===== src/rtl/arb_pkg.sv =====
// Shared definitions for the eight-way round-robin arbiter: sizes, the
// FSM state type and the rotating-priority pick function.
package arb_pkg;

  localparam int N_REQ        = 8;
  localparam int IDX_W        = 3;
  localparam int MAX_HOLD_DEF = 16;

  typedef enum logic {
    IDLE  = 1'b0,
    GRANT = 1'b1
  } arb_state_t;

  // Scan req starting at ptr and wrapping (ptr, ptr+1, ..., 7, 0, ..., ptr-1).
  // When mask_en is set, bit mask_idx is ignored so a timed-out owner can
  // give way. Returns {found, idx}; idx is 0 when nothing is found.
  function automatic logic [IDX_W:0] rr_pick(
    input logic [N_REQ-1:0] req,
    input logic [IDX_W-1:0] ptr,
    input logic [IDX_W-1:0] mask_idx,
    input logic             mask_en
  );
    logic [N_REQ-1:0] eff;
    logic             found;
    logic [IDX_W-1:0] idx;
    logic [IDX_W-1:0] cand;
    eff = req;
    if (mask_en) eff[mask_idx] = 1'b0;
    found = 1'b0;
    idx   = '0;
    for (int i = 0; i < N_REQ; i++) begin
      cand = ptr + IDX_W'(i);
      if (!found && eff[cand]) begin
        found = 1'b1;
        idx   = cand;
      end
    end
    return {found, idx};
  endfunction

endpackage


===== src/rtl/grant_decoder.sv =====
// 3-to-8 one-hot decoder with enable; all-zero output when disabled, so the
// result can never be multi-hot.
module grant_decoder
  import arb_pkg::*;
(
  input  logic [IDX_W-1:0] idx,
  input  logic             en,
  output logic [N_REQ-1:0] onehot
);

  // Decode the index into a single set bit, gated by the enable.
  always_comb begin
    onehot = '0;
    if (en) onehot[idx] = 1'b1;
  end

endmodule


===== src/rtl/rr_arbiter8.sv =====
// Round-robin arbiter for eight requesters. The owner keeps the grant while
// it requests, for at most MAX_HOLD consecutive cycles when others are
// waiting. All outputs are registered; gnt is the decoded next-state index.
module rr_arbiter8 #(
  parameter int N_REQ    = arb_pkg::N_REQ,
  parameter int IDX_W    = arb_pkg::IDX_W,
  parameter int MAX_HOLD = arb_pkg::MAX_HOLD_DEF
) (
  input  logic             clk,
  input  logic             rst,
  input  logic [N_REQ-1:0] req,
  output logic [N_REQ-1:0] gnt,
  output logic [IDX_W-1:0] gnt_idx,
  output logic             gnt_valid
);

  import arb_pkg::*;

  localparam int HOLD_W = $clog2(MAX_HOLD);
  localparam logic [HOLD_W-1:0] HOLD_LAST = HOLD_W'(MAX_HOLD - 1);

  // Registered state. state_q is the FSM state that checkers bind to.
  arb_state_t        state_q, state_n;
  logic [IDX_W-1:0]  ptr_q, ptr_n;
  logic [HOLD_W-1:0] hold_cnt_q, hold_cnt_n;
  logic [IDX_W-1:0]  idx_q, idx_n;
  logic              valid_q, valid_n;
  logic [N_REQ-1:0]  gnt_q, gnt_n;

  // Arbitration candidates: plain scan, and scan with the owner masked out.
  logic [IDX_W:0] pick_all;
  logic [IDX_W:0] pick_mask;
  logic           owner_req;

  assign pick_all  = rr_pick(req, ptr_q, idx_q, 1'b0);
  assign pick_mask = rr_pick(req, ptr_q, idx_q, 1'b1);
  assign owner_req = req[idx_q];

  // Next-state, pointer, tenure counter and grant index selection.
  always_comb begin
    state_n    = state_q;
    ptr_n      = ptr_q;
    hold_cnt_n = hold_cnt_q;
    idx_n      = idx_q;
    valid_n    = valid_q;
    unique case (state_q)
      IDLE: begin
        if (pick_all[IDX_W]) begin
          state_n    = GRANT;
          idx_n      = pick_all[IDX_W-1:0];
          valid_n    = 1'b1;
          ptr_n      = pick_all[IDX_W-1:0] + IDX_W'(1);
          hold_cnt_n = '0;
        end
      end
      GRANT: begin
        if (!owner_req) begin
          // Release takes priority over timeout; the owner bit is low so an
          // unmasked scan already excludes it.
          if (pick_all[IDX_W]) begin
            idx_n      = pick_all[IDX_W-1:0];
            ptr_n      = pick_all[IDX_W-1:0] + IDX_W'(1);
            hold_cnt_n = '0;
          end else begin
            state_n    = IDLE;
            valid_n    = 1'b0;
            hold_cnt_n = '0;
          end
        end else if (hold_cnt_q != HOLD_LAST) begin
          hold_cnt_n = hold_cnt_q + HOLD_W'(1);
        end else begin
          // Tenure expired: hand off if anyone else waits, otherwise the
          // owner keeps the grant with a fresh tenure and ptr untouched.
          hold_cnt_n = '0;
          if (pick_mask[IDX_W]) begin
            idx_n = pick_mask[IDX_W-1:0];
            ptr_n = pick_mask[IDX_W-1:0] + IDX_W'(1);
          end
        end
      end
      default: begin
        state_n = IDLE;
        valid_n = 1'b0;
      end
    endcase
  end

  // Output stage: decode the next-state index so gnt registers alongside it.
  grant_decoder u_grant_decoder (
    .idx    (idx_n),
    .en     (valid_n),
    .onehot (gnt_n)
  );

  // State, pointer, counter and output registers with synchronous reset.
  always_ff @(posedge clk) begin
    if (rst) begin
      state_q    <= IDLE;
      ptr_q      <= '0;
      hold_cnt_q <= '0;
      idx_q      <= '0;
      valid_q    <= 1'b0;
      gnt_q      <= '0;
    end else begin
      state_q    <= state_n;
      ptr_q      <= ptr_n;
      hold_cnt_q <= hold_cnt_n;
      idx_q      <= idx_n;
      valid_q    <= valid_n;
      gnt_q      <= gnt_n;
    end
  end

  assign gnt       = gnt_q;
  assign gnt_idx   = idx_q;
  assign gnt_valid = valid_q;

endmodule


===== config.mk =====
export PLATFORM = sky130hd
export DESIGN_NAME = rr_arbiter8
export DESIGN_NICKNAME = d
export VERILOG_FILES = /design/src/rtl/arb_pkg.sv /design/src/rtl/grant_decoder.sv /design/src/rtl/rr_arbiter8.sv
export SDC_FILE = /design/constraint.sdc
export NUM_CORES = 1
export LEC_CHECK = 0
export CAP_MARGIN = 5
export CORE_UTILIZATION = 65
export CTS_BUF_LIST = sky130_fd_sc_hd__clkbuf_4 sky130_fd_sc_hd__clkbuf_8
export CTS_CLUSTER_DIAMETER = 50
export DETAILED_ROUTE_END_ITERATION = 10
export PLACE_DENSITY_LB_ADDON = 0.25
export SLEW_MARGIN = 20
export SYNTH_ARGS = -nofsm -noshare
export SYNTH_HDL_FRONTEND = slang
export SYNTH_HIERARCHICAL = 1
export SYNTH_SLANG_ARGS = --single-unit

===== constraint.sdc =====
create_clock -name clk -period 8.7 [get_ports clk]
set_input_delay 1.305 -clock clk [delete_from_list [all_inputs] [get_ports clk]]
set_output_delay 1.305 -clock clk [all_outputs]
set_load 0.1 [all_outputs]

==> out/qor.txt, run 1 <==
status: finished, final reports clean
PortBufs: 21
Yosys reg bits: 20
# hold bufs at CTS: 0
Setup crit end kind: flop
final hold viol count: 0
initial antenna violation count: 0
clock-pin slew on the worst setup and hold paths: 0.08 ns
Ys Warns: 6
fin nets: 377
post-synth top area share: 14.1%
row count: 23
DRT met1 WL: 3.46 mm
largest net degree at the start of global routing: 38
CP peak stage delay: 0.89 ns
Worst slew margin: 33.1%
final instance area: 3070 sq um
Placer Congestion: 0.947
DRC: 0
I/O pin total: 22
placed cell area: 3000 sq um
routed wl met3: 836 um
critical path required time: 8.82 ns
worst hold path class: reg2reg
Starting Density: 69.2%
share of post-route cells with drive strength above 1: 16.0%
unrepaired setup endpoints after global routing: false
# Max-Cap Violations: 0
top post-synthesis cells by area: dfxtp_1 (14%), mux4_2 (10%), nand2_1 (4.9%)
Fin Setup TNS: 0 ns
Via density: 7.35
mean post-synth cell area: 8.04 sq um
Gate Count Post-Synth: 354
Post-synth EDFFs: 0
first-pass GRT wire length: 13.0 mm
met2 WL post-DR: 3.80 mm
clk buf depth: 2
final non-filler cell total: 412
first drt pass iteration count: 6
gr ovfl total: 0
Routed Antenna Nets: 0
fin. max-slew vios: 0
clock tree sinks: 20
CTS buffer count: 3
Crit path arrival time: 5.51 ns
share of flip-flops with an asynchronous set or reset: 0%
Die H: 68.2 um
skew final: 0.00312 ns
register area share after synthesis: 14.1%
H-tree depth: 1
Buffers & Inverters on Critical Path: 3
final setup fails: 0
Starting DRT DRC Count: 384
crit share post-route: 61.9%
Routed wire per std cell: 20.1 um
# resized after CTS: 0
Placed Cells incl. Taps: 408
Setup crit start kind: flop
total setup buffers inserted after CTS: 0
CP top delay family: simple AND/OR/NAND/NOR gates
worst hold margin: 0.503 ns
Area Overhead vs Synth: 8.00%
cell taking the most area after synthesis: dfxtp_1
Net Count, Synth: 368
Max Freq: 186 MHz
synthesized cell area: 2850 sq um
Layout fillers: 323
measured slew at the worst slew-check pin: 1.00 ns
GRT Resource Usage Total: 37.6%
CTS tree: yes
Unique masters post-synth: 80
WS Path Type: reg2reg
ys flop type: dfxtp_1
vias post-DR: 3029
number of global-route vias before repair: 2695
crit path time final: 5.38 ns
Worst path most repeated cell: nand2_1
leading cell type by number of instances after synthesis: nand2_1
final WL: 8.27 mm
post-DP HPWL: 6.03 mm
chip width: 68.2 um
Crit Path Max Fanout: 37
n_diodes: 0
area of the die: 4650 sq um
clock latency on the worst-skew pair: 0.26 ns
Clock Root Buffer: clkbuf_8
worst-path cell chain: buf_4 > inv_1 > ha_1 > clkinv_1 > mux4_2 > o211ai_4 > nor4b_4 > nand2_1 > a311oi_2 > nand2_1 > and2_1 > nor3_1 > and4bb_2 > nor2b_1
Highest Signal Layer: met4
slowest cell on the critical path: ha_1
top cells by count, synth: nand2_1 (37), nor2_1 (29), o21ai_0 (23), a21oi_1 (21), dfxtp_1 (20)
CORE AREA: 4120 sq um
==> tightest hold or removal path: stages, from the launching register on <==
cell     delay [ns]
dfxtp_1        0.32
o21ai_0        0.07
a21oi_1        0.06
==> per-stage QoR <==
stage	setup WS, ns	utilization [%]
after floorplan	4.59	-
after global placement	3.61	73.0
after detailed placement	3.43	73.0
after CTS	3.44	74.7
after global routing	2.97	74.7
final	3.32	74.7
==> final timing paths <==
path	startpoint	endpoint	slack (ns)	depth (start not counted)
hold reg to reg	hold_cnt_q[3]	hold_cnt_q[3]	0.50	2
setup / recovery	ptr_q[0]	gnt[4]	3.32	14
hold / removal	hold_cnt_q[3]	hold_cnt_q[3]	0.50	2
setup reg to reg	ptr_q[0]	gnt[4]	3.32	14
==> cells in the final DEF (no fill, tap or decap), drive strengths merged, types with 3 or more instances in the layout <==
master         Yosys  layout
ha                 4       4
o221ai             8       8
or3                3       3
a211oi             3       3
nor3              10      10
and3b              3       3
and2              10      10
and4bb             3       3
nor2b              9       9
nand3             10      10
a32oi              4       4
nand2             37      37
o22ai             11      11
mux4              13      13
clkdlybuf4s50      0      21
xor2               4       4
xnor2              5       5
buf               13       3
and3               3       3
o22a               6       6
a21oi             22      22
nor2              29      29
inv               11      11
nor4b              3       3
o211ai             8       8
o21ai             26      26
or2                3       3
mux2i              7       7
a21boi             3       3
mux2               5       5
nor3b              5       5
dfxtp             20      20
and4b              3       3
clkbuf             7       3
nand2b             8       8
==> layer usage <==
layer,up-vias,global-route usage [%]
met5,-,0
met4,0,8.85
met2,197,62.7
li1,1386,-
met1,1415,49.7
met3,31,6.83
==> kinds of logic after synthesis <==
group                    share of synthesized area [%]
adder cells (fa/ha/maj)                           1.76
flip-flops                                        14.1
AND/OR/NAND/NOR                                   29.6
multiplexers                                      14.7
buffers and inverters                             6.46
AO/OA/AOI/OAI                                     30.6
XOR/XNOR                                          2.77
==> sequential cells by signal, summed over array words and instances (netlist names) <==
register,cells
gnt,8
hold_cnt_q,4
gnt_idx,3
ptr_q,3
gnt_valid,1
state_q,1
==> cell type report <==
type | count | area [sq um] | share of cell area [%]
sequential | 20 | 400 | 13.0
timing repair buffer | 24 | 233 | 7.57
clock buffer | 3 | 41.3 | 1.34
clock inverter | 1 | 30.0 | 0.977
multi-input combinational | 302 | 2260 | 73.6
inverter | 12 | 45.0 | 1.47
tap | 50 | 62.6 | 2.04
Power of run 1 is left out: the tool's default activity adds up to more than one toggle a clock period on the data nets, which glitch-free logic cannot reach.
==> run 2: changes to the inputs <==
--- a/config.mk
+++ b/config.mk
@@ -6,7 +6,7 @@
 export NUM_CORES = 1
 export LEC_CHECK = 0
 export CAP_MARGIN = 5
-export CORE_UTILIZATION = 65
+export CORE_UTILIZATION = 56
 export CTS_BUF_LIST = sky130_fd_sc_hd__clkbuf_4 sky130_fd_sc_hd__clkbuf_8
 export CTS_CLUSTER_DIAMETER = 50
 export DETAILED_ROUTE_END_ITERATION = 10
==> constraint.sdc (replaced) <==
create_clock -name clk -period 4.6 [get_ports clk]
set_input_delay 0.69 -clock clk [delete_from_list [all_inputs] [get_ports clk]]
set_output_delay 0.69 -clock clk [all_outputs]
set_load 0.1 [all_outputs]
==> run 2 against run 1 <==
  * Worst setup slack got worse by 3.0 ns
  * Hold slack got worse by 0.0091 ns
  * Via count decreased by 4.2%
  * First-iteration DRC count shrank 25%
  * Clock-buffer cell count is the same
  * Wire length down 6.8%
  * Critical path depth unchanged
  * Global-route usage is 8.0 points lower
  * Sequential cell count unchanged
  * Register-to-register slack lost 3.0 ns
  * Largest cell class unchanged
==> out/qor.txt, run 2 (same netlist as run 1, synthesis figures left out) <==
skew final: 0.00178 ns (-0.00134 ns)
I/O pin total: 22 (unchanged)
Worst Hold Depth: 2 (unchanged)
crit path time final: 4.24 ns (-1.14 ns)
Worst Reg-to-Reg Cells: 14 (unchanged)
Starting DRT DRC Count: 288 (-25%)
most frequent cells in the layout: nand2_1 (37), nor2_1 (28), o21ai_0 (23), a21oi_1 (21), clkdlybuf4s50_1 (21)
share of post-route cells with drive strength above 1: 18.4% (+2.4 points)
reg2reg setup slack: 0.36 ns (-2.96 ns)
fin nets: 385 (+2.1%)
Via density: 6.64 (-9.7%)
CORE AREA: 4820 sq um (+17%)
Crit Path Max Fanout: 8 (-78%)
most common cell after layout, fill and taps aside: nand2_1
HP Start: hold_cnt_q[3]
Die H: 73.3 um (+7.5%)
status: finished, final reports clean
Hold Path End: hold_cnt_q[3]
chip width: 73.3 um (+7.5%)
clock tree sinks: 20 (unchanged)
final setup fails: 0 (unchanged)
worst hold path class: reg2reg
Starting Density: 59.1% (-10 points)
worst hold margin: 0.494 ns (-0.00912 ns)
H-tree depth: 1 (unchanged)
Routed Antenna Nets: 0 (unchanged)
Crit path arrival time: 4.37 ns (-1.14 ns)
PortBufs: 21 (unchanged)
Register Area: 400 sq um (unchanged)
first-pass GRT wire length: 12.4 mm (-5.1%)
GRT Resource Usage Total: 29.6% (-8.0 points)
Placer Congestion: 0.973 (+2.7%)
fin. max-slew vios: 0 (unchanged)
clk buf depth: 2 (unchanged)
clock-pin slew on the worst setup and hold paths: 0.08 ns (about the same)
critical path required time: 4.73 ns (-4.09 ns)
measured slew at the worst slew-check pin: 0.972 ns (-0.0284 ns)
area of the die: 5370 sq um (+16%)
RR Endpoint: gnt[3]
Routed wire per std cell: 17.6 um (-12%)
final WL: 7.71 mm (-6.8%)
vias post-DR: 2901 (-4.2%)
WS Path Type: reg2reg
Clock Root Buffer: clkbuf_8
crit share post-route: 92.2% (+30 points)
initial antenna violation count: 0 (unchanged)
row count: 25 (+8.7%)
n_diodes: 0 (unchanged)
Max Freq: 236 MHz (+27%)
unrepaired setup endpoints after global routing: false
CTS tree: yes
reg2reg start: ptr_q[0]
Layout fillers: 423 (+31%)
gr ovfl total: 0 (unchanged)
CTS buffer count: 3 (unchanged)
Fin Setup TNS: 0 ns (unchanged)
clock latency on the worst-skew pair: 0.26 ns (about the same)
# Max-Cap Violations: 0 (unchanged)
Area Overhead vs Synth: 11.2%
number of global-route vias before repair: 2578 (-4.3%)
Setup crit end kind: flop
post-DP HPWL: 5.99 mm (-0.69%)
largest net degree at the start of global routing: 28 (-26%)
Multi-input gate area: 2270 sq um (+0.44%)
max reg flops: 8 (unchanged)
Worst slew margin: 35.0% (+1.9 points)
first drt pass iteration count: 5 (-1)
final hold viol count: 0 (unchanged)
Setup crit start kind: flop
DRC: 0 (unchanged)
==> run 2: cell types whose count changed in the layout (fill, tap and decap cells not counted) <==
cell    delta
xor2_2     +1
nor2_2     +1
xor2_1     -1
nor2_1     -1
buf_4      +8
==> run 2: stage by stage <==
| step | setup slack, ns | utilization (%) | std cells | cell area, sq um |
|---|---|---|---|---|
| finish | 0.357 | 65.7 | 437 | 3170 |
| global route | 0.0214 | 65.7 | 437 | 3170 |
| CTS | 0.321 | 65.4 | 436 | 3150 |
| detailed placement | 0.219 | 63.9 | 432 | 3080 |
| global placement | 0.262 | 63.9 | 432 | 3080 |
| floorplan | 0.490 | - | 354 | 2850 |
==> run 2: worst max-delay path by stage <==
stage	startpoint	endpoint	slack, ns	depth (start not counted)
2_1_floorplan	gnt_idx[2]	gnt[1]	0.49	13
3_3_place_gp	req[3]	gnt[1]	0.26	13
3_5_place_dp	req[3]	gnt[3]	0.22	13
4_1_cts	ptr_q[0]	gnt[3]	0.32	13
5_1_grt	ptr_q[0]	gnt[3]	0.02	14
6_report	ptr_q[0]	gnt[3]	0.36	14
==> run 2: final cells by class <==
| cell class | count | share of cell area (%) |
|---|---|---|
| clock inverter | 1 | 0.949 |
| tap | 67 | 2.65 |
| inverter | 12 | 1.42 |
| timing repair buffer | 32 | 9.25 |
| clock buffer | 3 | 1.30 |
| sequential | 20 | 12.6 |
| multi-input combinational | 302 | 71.8 |
==> run 2: layer usage <==
metal  part of all wire (%)  global-route usage (%)
met3                    7.9                    4.12
met5                      0                       0
met2                     46                    47.8
met4                    1.5                    9.62
met1                     44                    40.7
==> run 2: what timing repair did <==
| action | 4_1_cts | 5_1_grt |
|---|---|---|
| hold endpoints to repair | 0 | 0 |
| resized for setup | 0 | 2 |
| setup endpoints to repair | 0 | 7 |
| buffers inserted | 0 | 1 |
| hold buffers | 0 | 0 |
==> run 2: worst max-delay path: stages, from the launching register on <==
cell,delay (ns)
dfxtp_1,0.53
inv_1,0.18
ha_1,0.44
mux4_2,0.53
nor2_1,0.14
nor2_1,0.06
nor3_1,0.29
o211ai_2,0.21
nor3_1,0.42
nor2_1,0.18
or2b_1,0.21
o21ai_0,0.09
a21oi_1,0.44
and4b_2,0.28
nor2b_1,0.12
Power of run 2 is left out for the same reason.
==> run 3: changes to the inputs <==
--- a/config.mk
+++ b/config.mk
@@ -9,6 +9,7 @@
 export CORE_UTILIZATION = 56
 export CTS_BUF_LIST = sky130_fd_sc_hd__clkbuf_4 sky130_fd_sc_hd__clkbuf_8
 export CTS_CLUSTER_DIAMETER = 50
+export CTS_CLUSTER_SIZE = 30
 export DETAILED_ROUTE_END_ITERATION = 10
 export PLACE_DENSITY_LB_ADDON = 0.25
 export SLEW_MARGIN = 20
==> results of run 3 <==
Final layout, timing and power as in run 2 (identical DEF).
Power of run 3 is left out for the same reason.
